### src/rtl/fetch_unit_pkg.sv
// Shared definitions for the instruction fetch unit: widths, instruction
// constants, fetch FSM state type and small arithmetic helpers.
package fetch_unit_pkg;

    localparam int PC_WIDTH     = 10;
    localparam int INSTR_WIDTH  = 9;
    localparam int OFFSET_WIDTH = 8;
    localparam int COUNT_WIDTH  = 16;

    localparam logic [INSTR_WIDTH-1:0] INSTR_HALT = 9'h1FF;
    localparam logic [COUNT_WIDTH-1:0] COUNT_MAX  = 16'hFFFF;

    // Opcode field is the top three instruction bits; HALT is the all-ones word.
    localparam logic [2:0] OP_ALU    = 3'd0;
    localparam logic [2:0] OP_LOAD   = 3'd1;
    localparam logic [2:0] OP_STORE  = 3'd2;
    localparam logic [2:0] OP_BRANCH = 3'd3;
    localparam logic [2:0] OP_SETDIR = 3'd4;
    localparam logic [2:0] OP_SYS    = 3'd7;

    typedef enum logic [1:0] {
        ST_IDLE  = 2'd0,
        ST_FETCH = 2'd1,
        ST_EXEC  = 2'd2,
        ST_DONE  = 2'd3
    } fetch_state_t;

    function automatic logic [2:0] instr_opcode(input logic [INSTR_WIDTH-1:0] instr);
        return instr[INSTR_WIDTH-1:INSTR_WIDTH-3];
    endfunction

    function automatic logic [COUNT_WIDTH-1:0] sat_inc(input logic [COUNT_WIDTH-1:0] cnt);
        return (cnt == COUNT_MAX) ? cnt : cnt + 16'd1;
    endfunction

endpackage

### src/rtl/fetch_unit_if.sv
// Bus between the fetch unit, the instruction ROM and the control unit.
// The slave modport is the fetch unit's view; master is the environment's.
interface fetch_unit_if;
    import fetch_unit_pkg::*;

    logic                    start;
    logic [PC_WIDTH-1:0]     inst_addr;
    logic [INSTR_WIDTH-1:0]  inst_data;
    logic [INSTR_WIDTH-1:0]  instruction;
    logic                    inst_valid;
    logic                    stall;
    logic                    branch_enable;
    logic                    branch_taken;
    logic [OFFSET_WIDTH-1:0] branch_offset;
    logic                    write_branch_dir;
    logic                    branch_dir_in;
    logic                    done;
    logic [COUNT_WIDTH-1:0]  inst_count;
    // Debug preload of the retired-instruction counter.
    logic                    count_load;
    logic [COUNT_WIDTH-1:0]  count_load_val;

    modport slave (
        input  start, inst_data, stall, branch_enable, branch_taken,
               branch_offset, write_branch_dir, branch_dir_in,
               count_load, count_load_val,
        output inst_addr, instruction, inst_valid, done, inst_count
    );

    modport master (
        output start, inst_data, stall, branch_enable, branch_taken,
               branch_offset, write_branch_dir, branch_dir_in,
               count_load, count_load_val,
        input  inst_addr, instruction, inst_valid, done, inst_count
    );

endinterface

### src/rtl/fetch_unit_pc_next.sv
// Next-PC arithmetic: sequential step or forward/backward relative branch,
// all modulo 2**PC_WIDTH.
module pc_next
    import fetch_unit_pkg::*;
(
    input  logic [PC_WIDTH-1:0]     i_pc,
    input  logic                    i_branch,
    input  logic                    i_dir,
    input  logic [OFFSET_WIDTH-1:0] i_offset,
    output logic [PC_WIDTH-1:0]     o_pc_next
);

    localparam logic [PC_WIDTH-1:0] PC_ONE = {{(PC_WIDTH-1){1'b0}}, 1'b1};

    logic [PC_WIDTH-1:0] w_offset_ext;

    assign w_offset_ext = {{(PC_WIDTH-OFFSET_WIDTH){1'b0}}, i_offset};

    // Select the next PC; wrap-around falls out of the fixed-width add/subtract.
    always_comb begin
        o_pc_next = i_pc + PC_ONE;
        if (i_branch && i_dir) begin
            o_pc_next = i_pc - w_offset_ext;
        end else if (i_branch) begin
            o_pc_next = i_pc + w_offset_ext;
        end else begin
            o_pc_next = i_pc + PC_ONE;
        end
    end

endmodule

### src/rtl/fetch_unit.sv
// Instruction fetch unit: IDLE/FETCH/EXEC/DONE sequencer owning the PC,
// instruction register, branch direction and retired-instruction counter.
module fetch_unit
    import fetch_unit_pkg::*;
(
    input  logic        i_clk,
    input  logic        i_rst,
    fetch_unit_if.slave bus
);

    fetch_state_t           r_state;
    logic [PC_WIDTH-1:0]    r_pc;
    logic [INSTR_WIDTH-1:0] r_ir;
    logic                   r_branch_dir;
    logic [COUNT_WIDTH-1:0] r_inst_count;
    logic                   r_inst_valid;
    logic                   r_done;

    logic [PC_WIDTH-1:0]    w_pc_next;
    logic                   w_branch_taken;

    assign w_branch_taken = bus.branch_enable & bus.branch_taken;

    pc_next u_pc_next (
        .i_pc      (r_pc),
        .i_branch  (w_branch_taken),
        .i_dir     (r_branch_dir),
        .i_offset  (bus.branch_offset),
        .o_pc_next (w_pc_next)
    );

    // Fetch sequencer; outputs are registered alongside the state they track.
    always_ff @(posedge i_clk or posedge i_rst) begin
        if (i_rst) begin
            r_state      <= ST_IDLE;
            r_pc         <= {PC_WIDTH{1'b0}};
            r_ir         <= {INSTR_WIDTH{1'b0}};
            r_branch_dir <= 1'b0;
            r_inst_count <= {COUNT_WIDTH{1'b0}};
            r_inst_valid <= 1'b0;
            r_done       <= 1'b0;
        end else begin
            case (r_state)
                ST_IDLE, ST_DONE: begin
                    if (bus.start) begin
                        r_state      <= ST_FETCH;
                        r_pc         <= {PC_WIDTH{1'b0}};
                        r_inst_count <= {COUNT_WIDTH{1'b0}};
                        r_done       <= 1'b0;
                    end
                end
                ST_FETCH: begin
                    r_state      <= ST_EXEC;
                    r_ir         <= bus.inst_data;
                    r_inst_valid <= 1'b1;
                end
                ST_EXEC: begin
                    // A stalled cycle changes nothing; the branch sees the old direction.
                    if (!bus.stall) begin
                        r_inst_count <= sat_inc(r_inst_count);
                        r_inst_valid <= 1'b0;
                        if (bus.write_branch_dir) begin
                            r_branch_dir <= bus.branch_dir_in;
                        end
                        if (r_ir == INSTR_HALT) begin
                            r_state <= ST_DONE;
                            r_done  <= 1'b1;
                        end else begin
                            r_state <= ST_FETCH;
                            r_pc    <= w_pc_next;
                        end
                    end
                end
                default: begin
                    r_state      <= ST_IDLE;
                    r_inst_valid <= 1'b0;
                    r_done       <= 1'b0;
                end
            endcase
            if (bus.count_load) begin
                r_inst_count <= bus.count_load_val;
            end
        end
    end

    assign bus.inst_addr   = r_pc;
    assign bus.instruction = r_ir;
    assign bus.inst_valid  = r_inst_valid;
    assign bus.done        = r_done;
    assign bus.inst_count  = r_inst_count;

endmodule

### src/flat_wrapper.sv
// flat-port wrapper written by rule: the top's interface ports become plain ports
module fetch_unit_flat import fetch_unit_pkg::*;
  (i_clk, i_rst, bus_start, bus_inst_data, bus_stall, bus_branch_enable, bus_branch_taken, bus_branch_offset, bus_write_branch_dir, bus_branch_dir_in, bus_count_load, bus_count_load_val, bus_inst_addr, bus_instruction, bus_inst_valid, bus_done, bus_inst_count);
  fetch_unit_if bus_i ();
  input  logic i_clk;
  input  logic i_rst;
  input wire logic [$bits(bus_i.start)-1:0] bus_start;
  input wire logic [$bits(bus_i.inst_data)-1:0] bus_inst_data;
  input wire logic [$bits(bus_i.stall)-1:0] bus_stall;
  input wire logic [$bits(bus_i.branch_enable)-1:0] bus_branch_enable;
  input wire logic [$bits(bus_i.branch_taken)-1:0] bus_branch_taken;
  input wire logic [$bits(bus_i.branch_offset)-1:0] bus_branch_offset;
  input wire logic [$bits(bus_i.write_branch_dir)-1:0] bus_write_branch_dir;
  input wire logic [$bits(bus_i.branch_dir_in)-1:0] bus_branch_dir_in;
  input wire logic [$bits(bus_i.count_load)-1:0] bus_count_load;
  input wire logic [$bits(bus_i.count_load_val)-1:0] bus_count_load_val;
  output wire logic [$bits(bus_i.inst_addr)-1:0] bus_inst_addr;
  output wire logic [$bits(bus_i.instruction)-1:0] bus_instruction;
  output wire logic [$bits(bus_i.inst_valid)-1:0] bus_inst_valid;
  output wire logic [$bits(bus_i.done)-1:0] bus_done;
  output wire logic [$bits(bus_i.inst_count)-1:0] bus_inst_count;
  assign bus_i.start = bus_start;
  assign bus_i.inst_data = bus_inst_data;
  assign bus_i.stall = bus_stall;
  assign bus_i.branch_enable = bus_branch_enable;
  assign bus_i.branch_taken = bus_branch_taken;
  assign bus_i.branch_offset = bus_branch_offset;
  assign bus_i.write_branch_dir = bus_write_branch_dir;
  assign bus_i.branch_dir_in = bus_branch_dir_in;
  assign bus_i.count_load = bus_count_load;
  assign bus_i.count_load_val = bus_count_load_val;
  assign bus_inst_addr = bus_i.inst_addr;
  assign bus_instruction = bus_i.instruction;
  assign bus_inst_valid = bus_i.inst_valid;
  assign bus_done = bus_i.done;
  assign bus_inst_count = bus_i.inst_count;
  fetch_unit u_core (.i_clk(i_clk), .i_rst(i_rst), .bus(bus_i));
endmodule
### config.mk
export PLATFORM = sky130hd
export DESIGN_NAME = fetch_unit_flat
export DESIGN_NICKNAME = d
export VERILOG_FILES = /design/src/rtl/fetch_unit_pkg.sv /design/src/rtl/fetch_unit_if.sv /design/src/rtl/fetch_unit_pc_next.sv /design/src/rtl/fetch_unit.sv /design/src/flat_wrapper.sv
export SDC_FILE = /design/constraint.sdc
export NUM_CORES = 1
export LEC_CHECK = 0
export ABC_AREA = 1
export CORE_UTILIZATION = 30
export CTS_BUF_LIST = sky130_fd_sc_hd__clkbuf_4 sky130_fd_sc_hd__clkbuf_8
export CTS_CLUSTER_DIAMETER = 100
export CTS_CLUSTER_SIZE = 30
export DETAILED_ROUTE_END_ITERATION = 7
export PLACE_DENSITY = 0.67
export SLEW_MARGIN = 15
export SYNTH_ARGS = -nofsm -noshare
export SYNTH_HDL_FRONTEND = slang
export SYNTH_HIERARCHICAL = 1
export SYNTH_SLANG_ARGS = --single-unit
### constraint.sdc
create_clock -name i_clk -period 2 [get_ports i_clk]
set_input_delay 0.4 -clock i_clk [delete_from_list [all_inputs] [get_ports i_clk]]
set_output_delay 0.4 -clock i_clk [all_outputs]
set_load 0.1 [all_outputs]
### Word-level counts from Yosys, hierarchy flattened

Cells that the tools add are included.

* add/sub/neg operators: 4
* equal/unequal tests: 12
* mux-type cells: 21
* bitwise logic cells: 2
* reductions and logical operators: 12

Operators by type and width (number)
* 16-bit two-way mux: 4
* 10-bit two-way mux: 5
* 16-bit one-hot mux with 2 select lines: 1
* 10-bit one-hot mux with 2 select lines: 1
* 16-bit by 1-bit adder with 16-bit output, second input constant: 1
* 16-bit equality test, second input constant: 1
* 4-bit AND reduction: 3
* 10-bit by 1-bit adder with 10-bit output, second input constant: 1
* 10-bit by 8-bit adder with 10-bit output: 1
* 10-bit by 8-bit subtractor with 10-bit output: 1
* 9-bit equality test, second input constant: 1
* 3-bit != test, second input constant: 3
* 2-bit two-way mux: 3
* 2-bit != test, second input constant: 3
* 2-bit one-hot mux with 3 select lines: 1
* 2-bit equality test, second input constant: 2
* 1-bit two-way mux: 4
* 1-bit one-hot mux with 2 select lines: 2
* 2-bit AND reduction: 2
* 2-bit nonzero test: 2
* 3-bit AND reduction: 1
* 3-bit nonzero test: 1
* 2-bit by 1-bit equality test with 1-bit output, second input constant: 1
* 2-bit zero test: 1
* other kinds (5): 5

* flip-flop bits (word level): 40
* input bits: 42
* output and inout bits: 37
* logic and storage cells: 58

### Logic depth before layout (Yosys ltp)

* depth after elaboration: 6
* depth in mapped cells: 21
* gate-level depth less buffers: 20

### By module

The synthesis kept the hierarchy.

By module, submodules not included
* fetch_unit: times used 1, cells each 309, area each 2212.1 um2, seq. area each 1001.0 um2
* pc_next: times used 1, cells each 120, area each 699.4 um2, seq. area each 0.0 um2

### Least setup slack after synthesis

OpenSTA, ideal clock, no wires.

* kind: input -> register
* start: input port bus_branch_enable
* end: register u_core.r_pc[5] (netlist: u_core/bus.inst_addr[5])
* library setup time: 83 ps
* data arrival time: 2268 ps
* data required time: 1917 ps
* slack: -350 ps
* stages: 16
* buffers on the path: 1
* path through: nand2_1 inv_1 buf_6 inv_4 nor2_8 ha_1 nand3_1 nand2_1 xor2_1 ha_1 a21oi_1 nand2_1 a21oi_1 xor2_1 nand2_1 o21ai_0

* longest elaborated chain between the ends: 6
* elaborated cells between the ends (all ways): 7
* classes of those cells: mux (5); bitwise (1); reduce/logical (1)

Ends and longest elaborated chain
* start: declaration: line flat_wrapper.sv:10 `input wire logic [$bits(bus_i.branch_enable)-1:0] bus_branch_enable;`
* 1-bit AND (*): line fetch_unit.sv:22 `assign w_branch_taken = bus.branch_enable & bus.branch_taken;`
* via u_core.w_branch_taken: line fetch_unit.sv:20 `logic w_branch_taken;`
* 10-bit two-way mux / 1-bit logical AND (equally long branches): line fetch_unit_pc_next.sv:24, fetch_unit_pc_next.sv:22
* 10-bit two-way mux (*): line fetch_unit_pc_next.sv:22 `if (i_branch && i_dir) begin`
* via u_core.w_pc_next[5]: line fetch_unit.sv:19 `logic [PC_WIDTH-1:0] w_pc_next;`
* 10-bit two-way mux (*): line fetch_unit.sv:65 `if (r_ir == INSTR_HALT) begin`
* 10-bit two-way mux (*): line fetch_unit.sv:59 `if (!bus.stall) begin`
* 10-bit one-hot mux with 2 select lines (*): line fetch_unit.sv:43 `case (r_state)`
* end signal: assignment: line fetch_unit.sv:36 `r_pc <= {PC_WIDTH{1'b0}};`
* end signal: assignment: line fetch_unit.sv:47 `r_pc <= {PC_WIDTH{1'b0}};`
* end signal: assignment: line fetch_unit.sv:70 `r_pc <= w_pc_next;`
* end: declaration: line fetch_unit.sv:12 `logic [PC_WIDTH-1:0] r_pc;`

The timed path passes the listed nets; every way through them passes the cells marked *. The select of a mux whose other input is x is not followed.
A chain may end at the register's enable or synchronous reset.

### Worst setup path in the final report

* start: input port bus_branch_taken
* end: register u_core.r_pc[6] (netlist: u_core/bus.inst_addr[6])

* longest elaborated chain between the ends: 6
* elaborated cells between the ends (all ways): 7
* classes of those cells: mux (5); bitwise (1); reduce/logical (1)

Ends and longest elaborated chain
* start: declaration: line flat_wrapper.sv:11 `input wire logic [$bits(bus_i.branch_taken)-1:0] bus_branch_taken;`
* 1-bit AND (*): line fetch_unit.sv:22
* via u_core.w_branch_taken: line fetch_unit.sv:20
* 10-bit two-way mux / 1-bit logical AND (equally long branches): line fetch_unit_pc_next.sv:24, fetch_unit_pc_next.sv:22
* 10-bit two-way mux (*): line fetch_unit_pc_next.sv:22
* via u_core.w_pc_next[6]: line fetch_unit.sv:19
* 10-bit two-way mux (*): line fetch_unit.sv:65
* 10-bit two-way mux (*): line fetch_unit.sv:59
* 10-bit one-hot mux with 2 select lines (*): line fetch_unit.sv:43

Marked as above.

==> results.toml <==
[logic_synthesis]
postSynthCellCount = 429
synth_area_sq_mm = 0.00291
ys_warn_count = 6
synth.net_count = 486
yosys_register_bits = 40
syn_avg_cell_area_sq_um = 6.79
ys_seq_area_frac = 0.344
ys_types = 30

[routing]
drt-total-wl_mm = 8.14
viasPerCell = 4.52
dr.pass1.iters = 4
ant_nets = 0
wire_per_inst_um = 12.0
drcViolationCount = 0
num_vias = 3080
dr.first_iter.drc_count = 90

[floorplanning]
die_area_sq_mm = 0.0101
ios = 79
initial_utilization = 0.312
core_area_sq_mm = 0.00933
die_height_um = 101
die_width_um = 101
core.rowCount = 35

[power]
total_power_w = 0.00705
p_leak_nw = 2.29
peakVddDrop_mv = 1.16
powerDensity_mw_per_mm2 = 1560

[cts]
clock_latency_ns = 0.29
clock_path_buffers = 2
root_buffer = "clkbuf_8"
cts.htree.levels = 2
numCtsBuffers = 5
cts_hold_buf = 0
cts_tree = "yes"
clkTransAtPathRegs_ns = 0.08
clock-sinks = 40

[timing]
fmaxAchievable_mhz = 477
fin_crit_sh = 1.05
fin_setup_tns_ns = -0.351
setup_slack_ns = -0.0946
worstMarginPinSlew_ns = 0.367
rsz0062_at_grt = "true"
slew_headroom = 0.754
slew_violations = 0
fin_crit_ns = 2.09
hold_viol_final = 0
setup_viol = 5
finalClockSkew_ns = 0.0113

[worst_setup_path]
cp_cell_sequence = "buf_6 > nand2_4 > inv_6 > inv_4 > nor2_8 > nand2_2 > nand2_4 > nand2_1 > xor2_1 > ha_1 > buf_4 > buf_4 > nand3_1 > nand2_1 > xor2_1 > nand2_1 > o21ai_1"
required_ns = 2.21
cp-start-kind = "input pin"
crit_path_frequent_cell = "nand2_1"
slowest_stage = "ha_1"
critPathArrivalTime_ns = 2.30
critPathMaxFanout = 7
crit_path_end_kind = "flop"
cp_top_family = "simple AND/OR/NAND/NOR gates"
crit_buf_inv = 5
critPathMaxStageDelay_ns = 0.36
path_class = "input pin to flop"

[global_route]
antenna_found_initial = 0
grt_pass1_wl_mm = 13.7
grt_use_total = 0.168
grt_pass1_vias = 3086
grt.overflow.total = 0
grt_max_degree = 41

[run_status]
status = "finished with violations"
violations = "setup timing"

[final_layout]
diodes = 0
layout-drive-gt1-share = 0.292
nets = 608
area_delta_synth_final_pct = 55.8
mostFrequentLayoutCells = "nand2_1, buf_4, inv_1"
final_common_cell = "nand2_1"
design_area_sq_mm = 0.00454
nFillCells = 938

[run]
cap_violations = 0

[placed_design]
dp_hpwl_mm = 6.00
numPortBuffers = 78
dpl_cell_area_sq_mm = 0.00416
gp_congestion = 0.870

[min_path]
hold_class = "input pin to async pin"
metrics by stage:
stage	worst slack (ns)	instances	hold slack (ns)	utilization
final	-0.0946	681	0.461	0.486
after global routing	-0.223	681	0.502	0.486
after CTS	-0.0604	679	0.472	0.478
after detailed placement	-0.923	664	0.492	0.446
after global placement	-0.844	664	0.491	0.446
after floorplan	-0.213	429	0.497	-
flip-flops by register name, indices dropped and copies added, names as in the netlist:
name / flops
u_core/bus.inst_count: 16
u_core/bus.inst_addr: 10
u_core/bus.instruction: 9
u_core/r_state: 2
u_core/bus.done: 1
u_core/bus.inst_valid: 1
u_core/r_branch_dir: 1
worst register-to-register path: stages (launching register included):
cell and delay (ns):
dfrtp_2 0.45, nand2_4 0.09, nand2_4 0.10, nand2_1 0.07, xor2_1 0.15, ha_1 0.36
buf_4 0.16, buf_4 0.13, nand3_1 0.09, nand2_1 0.09, xor2_1 0.14, nand2_1 0.07
o21ai_1 0.11
layer usage:
layer | vias to the layer above | wire length [um] | GRT usage
li1 | 1596 | - | -
met1 | 1402 | 3620 | 0.202
met2 | 67 | 4110 | 0.308
met3 | 15 | 247 | 0.0180
met4 | 0 | 162 | 0.0647
met5 | - | 0 | 0
kinds of logic (layout without fill, tap and decap cells):
family / after synthesis / after routing / synth area share
AOI/OAI and AO/OA: 49 / 49 / 0.0967
muxes: 2 / 2 / 0.00731
and+or+nand+nor: 246 / 246 / 0.354
buffers and inverters: 64 / 187 / 0.0920
xor gates and xnor gates: 13 / 13 / 0.0391
adders and majority gates: 15 / 15 / 0.0670
DFF: 40 / 40 / 0.344
final timing paths:
kind	startpoint	endpoint	slack, ns	cells after the start
max in group asynchronous	i_rst	u_core/r_branch_dir	1.31	3
min	i_rst	u_core/bus.inst_addr[7]	0.46	3
min reg2reg	u_core/bus.instruction[3]	u_core/bus.instruction[3]	0.51	2
max	bus_branch_taken	u_core/bus.inst_addr[6]	-0.09	17
max reg2reg	u_core/r_branch_dir	u_core/bus.inst_addr[6]	-0.08	12
min in group i_clk	u_core/bus.instruction[3]	u_core/bus.instruction[3]	0.51	2
cell usage after synthesis, drive strengths merged:
| cell type | instances | area, sq um |
|---|---|---|
| mux2 | 1 | 11.3 |
| xnor2 | 3 | 26.3 |
| ha | 14 | 175 |
| a21oi | 12 | 67.6 |
| clkbuf | 4 | 16.3 |
| inv | 56 | 213 |
| a22o | 1 | 8.76 |
| mux2i | 1 | 10.0 |
| o31ai | 1 | 7.51 |
| nor2 | 28 | 121 |
| nand2 | 172 | 671 |
| fa | 1 | 20.0 |
| nor3 | 4 | 20.0 |
| dfrtp | 40 | 1000 |
| o21bai | 4 | 30.0 |
| xor2 | 10 | 87.6 |
| nand3 | 35 | 175 |
| nand4 | 7 | 43.8 |
| a31oi | 1 | 6.26 |
| buf | 4 | 38.8 |
| o21ai | 30 | 161 |
cell type report:
type	count	area [sq um]	share of cell area
timing repair buffer	123	1170	0.258
clock buffer	7	96.3	0.0212
clock inverter	1	30.0	0.00662
inverter	56	218	0.0480
tap	129	161	0.0356
multi-input combinational	325	1850	0.408
sequential	40	1010	0.223
repair_timing:
action	4_1_cts	5_1_grt
pin swaps	37	20
setup endpoints to repair	9	10
gates cloned	0	0
resized for setup	52	20
buffers inserted	7	2
report_power, final:
| part | switching, W | total, W | internal (W) |
|---|---|---|---|
| Combinational | 0.00333 | 0.00481 | 0.00148 |
| Clock | 0.000300 | 0.000741 | 0.000441 |
| Sequential | 0.000376 | 0.00150 | 0.00112 |
No activity file was read; power rests on OpenSTA's default activity.
